==> config.mk <==
export PLATFORM = sky130hd
export DESIGN_NAME = shift_unit_pipe
export DESIGN_NICKNAME = d
export VERILOG_FILES = /design/src/rtl/shift_unit_pipe.sv
export SDC_FILE = /design/constraint.sdc
export NUM_CORES = 1
export LEC_CHECK = 0
export ABC_AREA = 1
export CAP_MARGIN = 10
export CORE_UTILIZATION = 35
export CTS_CLUSTER_SIZE = 28
export DETAILED_ROUTE_END_ITERATION = 7
export GPL_TIMING_DRIVEN = 0
export PLACE_DENSITY = 0.7
export SLEW_MARGIN = 20
export SYNTH_ARGS = -nofsm -noshare
export SYNTH_HDL_FRONTEND = slang
export SYNTH_SLANG_ARGS = --single-unit
==> constraint.sdc <==
create_clock -name i_clk -period 1.7 [get_ports i_clk]
set_input_delay 0.425 -clock i_clk [delete_from_list [all_inputs] [get_ports i_clk]]
set_output_delay 0.425 -clock i_clk [all_outputs]
set_load 0.05 [all_outputs]
==> src/rtl/shift_unit_pipe.sv <==
// Parametrised shift/rotate unit (SLL/SRL/SRA/ROR/ROL) with valid/ready, flush and tag sideband.
// Define SHIFT_UNIT_ROTATE_EN to build ROR/ROL; otherwise ops 011/100 come back as illegal.
module shift_stage #(
  parameter int W = 32,
  parameter int S = 1
) (
  input  logic [W-1:0] d,
  input  logic         en,
  input  logic         wrap,
  input  logic         fill,
  input  logic         rev,
  output logic [W-1:0] q
);
  logic [W-1:0] t, r;
  always_comb begin
    t = d;
    if (en) t = wrap ? {d[S-1:0], d[W-1:S]} : {{S{fill}}, d[W-1:S]};
    for (int i = 0; i < W; i++) r[i] = t[W-1-i];
    q = rev ? r : t;
  end
endmodule

module shift_unit_pipe #(
  parameter int WIDTH     = 32,
  parameter int SHAMT_W   = $clog2(WIDTH),
  parameter int TAG_W     = 5,
  parameter bit PIPELINED = 1'b0
) (
  input  logic               i_clk,
  input  logic               i_rst_n,
  input  logic               i_flush,
  input  logic               i_valid,
  output logic               o_ready,
  input  logic [2:0]         i_op,
  input  logic [WIDTH-1:0]   i_data,
  input  logic [SHAMT_W-1:0] i_shamt,
  input  logic [TAG_W-1:0]   i_tag,
  output logic               o_valid,
  input  logic               i_ready,
  output logic [WIDTH-1:0]   o_data,
  output logic [TAG_W-1:0]   o_tag,
  output logic               o_illegal
);
  localparam int STAGES = SHAMT_W;
  localparam int NREG   = PIPELINED ? STAGES : 1;
  localparam int LAST   = STAGES - 1;
  localparam logic [2:0] OP_SLL = 3'd0, OP_SRA = 3'd2, OP_ROL = 3'd4;
`ifdef SHIFT_UNIT_ROTATE_EN
  localparam logic [2:0] OP_ROR = 3'd3;
`endif

  // Input decode: left ops are mirrored so every stage only shifts right.
  logic               e_ill, e_left;
  logic [WIDTH-1:0]   e_rev, e_dat;
  logic [SHAMT_W-1:0] e_sh;
  always_comb begin
`ifdef SHIFT_UNIT_ROTATE_EN
    e_ill = (i_op > OP_ROL);
`else
    e_ill = (i_op > OP_SRA);
`endif
    e_left = !e_ill && (i_op == OP_SLL || i_op == OP_ROL);
    for (int i = 0; i < WIDTH; i++) e_rev[i] = i_data[WIDTH-1-i];
    e_dat = e_left ? e_rev : i_data;
    e_sh  = e_ill ? '0 : i_shamt;
  end

  logic [NREG-1:0]                vld_pipe, ld, nx_v;
  logic [NREG-1:0][WIDTH-1:0]     r_dat;
  logic [NREG-1:0][2:0]           r_op;
  logic [NREG-1:0]                r_fill, r_ill;
  logic [NREG-1:0][SHAMT_W-1:0]   r_sh;
  logic [NREG-1:0][TAG_W-1:0]     r_tag;
  logic                           rdy_q;

  logic [STAGES-1:0][WIDTH-1:0]   s_dat, s_out;
  logic [STAGES-1:0][2:0]         s_op;
  logic [STAGES-1:0][SHAMT_W-1:0] s_sh;
  logic [STAGES-1:0][TAG_W-1:0]   s_tag;
  logic [STAGES-1:0]              s_fill, s_ill, s_wrap, s_rev, s_fb;

  for (genvar k = 0; k < STAGES; k++) begin : g_stage
    if (k == 0 || !PIPELINED) begin : g_ent
      assign s_op[k]   = i_op;
      assign s_fill[k] = i_data[WIDTH-1];
      assign s_ill[k]  = e_ill;
      assign s_sh[k]   = e_sh;
      assign s_tag[k]  = i_tag;
    end else begin : g_reg
      assign s_op[k]   = r_op[k-1];
      assign s_fill[k] = r_fill[k-1];
      assign s_ill[k]  = r_ill[k-1];
      assign s_sh[k]   = r_sh[k-1];
      assign s_tag[k]  = r_tag[k-1];
    end
    if (k == 0) begin : g_d0
      assign s_dat[k] = e_dat;
    end else if (PIPELINED) begin : g_dp
      assign s_dat[k] = r_dat[k-1];
    end else begin : g_dc
      assign s_dat[k] = s_out[k-1];
    end
`ifdef SHIFT_UNIT_ROTATE_EN
    assign s_wrap[k] = !s_ill[k] && (s_op[k] == OP_ROR || s_op[k] == OP_ROL);
`else
    assign s_wrap[k] = 1'b0;
`endif
    // Mirror back after the final stage so left ops come out in natural order.
    assign s_rev[k] = (k == LAST) && !s_ill[k] && (s_op[k] == OP_SLL || s_op[k] == OP_ROL);
    assign s_fb[k]  = (s_op[k] == OP_SRA) && s_fill[k];

    shift_stage #(.W(WIDTH), .S(1 << k)) u_stage (
      .d(s_dat[k]), .en(s_sh[k][k]), .wrap(s_wrap[k]), .fill(s_fb[k]),
      .rev(s_rev[k]), .q(s_out[k])
    );
  end

  // A register may load when empty or when its content moves on this cycle.
  always_comb begin
    ld = '0;
    ld[NREG-1] = !vld_pipe[NREG-1] || i_ready;
    for (int j = NREG - 2; j >= 0; j--) ld[j] = !vld_pipe[j] || ld[j+1];
    nx_v = '0;
    nx_v[0] = i_valid && o_ready;
    for (int j = 1; j < NREG; j++) nx_v[j] = vld_pipe[j-1];
  end

  assign o_ready = rdy_q && ld[0] && !i_flush;

  always_ff @(posedge i_clk) begin
    if (!i_rst_n) begin
      rdy_q    <= 1'b0;
      vld_pipe <= '0;
      r_dat    <= '0;
      r_op     <= '0;
      r_fill   <= '0;
      r_ill    <= '0;
      r_sh     <= '0;
      r_tag    <= '0;
    end else begin
      rdy_q <= 1'b1;
      for (int j = 0; j < NREG; j++) begin
        if (i_flush) begin
          vld_pipe[j] <= 1'b0;
        end else if (ld[j]) begin
          vld_pipe[j] <= nx_v[j];
          if (nx_v[j]) begin
            r_dat[j]  <= s_out[PIPELINED ? j : LAST];
            r_op[j]   <= s_op[PIPELINED ? j : LAST];
            r_fill[j] <= s_fill[PIPELINED ? j : LAST];
            r_ill[j]  <= s_ill[PIPELINED ? j : LAST];
            r_sh[j]   <= s_sh[PIPELINED ? j : LAST];
            r_tag[j]  <= s_tag[PIPELINED ? j : LAST];
          end
        end
      end
    end
  end

  assign o_valid   = vld_pipe[NREG-1];
  assign o_data    = r_dat[NREG-1];
  assign o_tag     = r_tag[NREG-1];
  assign o_illegal = r_ill[NREG-1];
endmodule
==> out/qor.yml <==
status:
  status: "finished with violations"
  violations: "setup timing"
synth:
  synthArstFlopShare: 0
  syn_area_mm2: 0.004073
  synth-seq-cells: 40
  syn_nets: 799
  netlist.top_cell.by_area: "nand3_1"
  ys_seq_area_frac: 0.1966
  synth_area_leaders: "nand3_1 (47%), dfxtp_1 (20%), nand2_1 (17%)"
  ys_types: 18
  synth_top_cell_area_share: 0.4682
  synth_warnings: 0
  yosysMostFrequentCell: "nand3_1"
  synthCells: 749
  synth_edf_count: 0
  synth_common_cells: "nand3_1 (381), nand2_1 (180), dfxtp_1 (40)"
  syn_area_per_cell_um2: 5.437
  synth_top_flop_cell: "dfxtp_1"
cells_and_area:
  multi_input_area_mm2: 0.004691
  area_growth_pct: 88.45
  nets: 919
  stdcell_area_mm2: 0.007675
  drive_gt1_frac: 0.5011
  regArea_um2: 802.0
  insertedDiodeCount: 0
  nFillCells: 856
timing:
  slew-limit-headroom: 0.5344
  rsz0062_at_grt: "true"
  skew_ns: 0.002376
  final-setup-viol-count: 32
  final.setup.tns_ns: -9.020
  slew_viol_final: 0
  fmax_ghz: 0.4779
  hold_viol: 0
  min_period_over_period: 1.231
  fin_crit_ns: 2.092
  setup_slack_ns: -0.3923
  worst_pin_slew_ns: 0.6984
setup_path:
  cp-start-kind: "input pin"
  required_ns: 1.85
  critPathArrivalTime_ns: 2.24
  cp_max_fo: 8
  path_class: "input pin to register"
  endpoint_kind: "register"
power_and_ir_drop:
  cellPowerDensity_mw_per_mm2: 556.6
  power_w: 0.004272
  ir_drop_uv: 489.1
  p_leak_nw: 3.407
placed_design:
  dpl-instance-area_mm2: 0.005176
  dp_hpwl_um: 12610
  port-buffer-count: 89
  routabilityCongestion: 1.027
  post-place-ws_ns: -1.046
floorplan:
  start_util: 0.3582
  die_h_um: 109.9
  dieArea_mm2: 0.01207
  dieWidth_um: 109.9
  row_count: 39
  core_region_area_mm2: 0.01137
  ios: 90
global_route:
  grt_pass1_wl_um: 30810
  grt_max_degree: 13
  antenna_found_initial: 0
  grt_pass1_vias: 6269
  grtUsageTotal: 0.3277
  overflow: 0
cts:
  clk_pin_slew_ns: 0.06
  cts_sinks: 40
  hold_buffers: 0
  htreeDepth: 2
  clk_latency_ns: 0.28
  cts_tree: "built"
  cts-root-buf: "clkbuf_16"
  cts_buffer_depth: 2
  numCtsBuffers: 5
drt:
  first_pass_iters: 7
  drtIter0Drc: 1179
  via_per_inst: 6.629
  wl_um: 21580
  ant_nets: 0
  drc: 0
  wire_per_inst_um: 21.30
  num_vias: 6715
min_path:
  min_path_type: "register to register"
job:
  drv_cap: 0
[repair_timing]
action,in CTS,in global routing
buffers inserted,15,3
resized for setup,490,63
endpoints found under the setup margin,78,33
pin swaps,104,44
gates cloned,6,0
[layer usage]
metal  track usage  wire [µm]
met3       0.06461       2579
met5             0          0
met2        0.5210       9380
met1        0.4146       7999
met4        0.1762       1616
[through the flow]
stage,hold WS (ns),util,instances
2_1_floorplan,0.4527,-,749
3_3_place_gp,0.4529,0.4553,981
3_5_place_dp,0.4558,0.4553,981
4_1_cts,0.4589,0.6498,1010
5_1_grt,0.4797,0.6750,1013
6_report,0.4619,0.6750,1013
[kinds of logic (layout without fill, tap and decap cells)]
family                 after synthesis  in the layout  synth area share
flip-flops                          40             40            0.1966
buffers and inverters              102            223            0.1063
AO/OA/AOI/OAI                       39             39           0.04854
AND/OR/NAND/NOR                    568            568            0.6485
[layout make-up]
cell class	instances	area share
Buffer	58	0.06488
Inverter	44	0.02445
Timing Repair Buffer	113	0.1503
Sequential cell	40	0.1045
Clock buffer	6	0.01679
Clock inverter	2	0.004565
Tap cell	143	0.02331
Multi-Input combinational cell	607	0.6112
[worst max-delay path: stages]
cell and delay (ns):
buf_8 0.10, nor2_4 0.20, buf_12 0.20, buf_12 0.15
nand3_4 0.09, nand3_2 0.11, nand3_2 0.14, nand3_1 0.14
nand3_1 0.20, nand3_1 0.21, nand3_1 0.11, nand3_2 0.11
a21oi_2 0.05
[report_power, final]
part	switching, W	leakage, nW	internal, W
registers	0.0000186	0.326	0.000978
clock network	0.000365	0.0808	0.000690
logic	0.00145	3.00	0.000773
total	0.00183	3.41	0.00244
[flip-flops by register name, summed over array words and instances (netlist names)]
signal     flops
o_data        32
o_illegal      1
o_tag          5
rdy_q          1
o_valid        1
[placed cells by master, fill, tap and decap left out, types with 2 or more instances in the layout]
cell	count
a21oi_1	29
a21oi_2	9
buf_12	6
buf_16	3
buf_4	28
buf_6	14
buf_8	9
clkbuf_1	14
clkbuf_16	5
clkbuf_2	9
clkbuf_4	2
clkdlybuf4s50_1	40
dfxtp_1	39
dlygate4sd2_1	44
inv_1	33
inv_2	7
inv_6	3
nand2_1	112
nand2_2	60
nand2_4	9
nand2_8	2
nand3_1	122
nand3_2	224
nand3_4	36
nor2_4	2
[final timing paths]
kind	slack, ns	from	endpoint	cells after the start
setup / recovery	-0.39	i_op[2]	o_data[0]$_SDFFE_PN0P_	13
hold / removal	0.46	o_tag[2]$_SDFFE_PN0P_	o_tag[2]$_SDFFE_PN0P_	2
setup reg to reg	0.21	o_valid$_SDFFE_PP0N_	o_data[29]$_SDFFE_PN0P_	9
hold reg to reg	0.46	o_tag[2]$_SDFFE_PN0P_	o_tag[2]$_SDFFE_PN0P_	2
(Power assumes the default switching activity.)
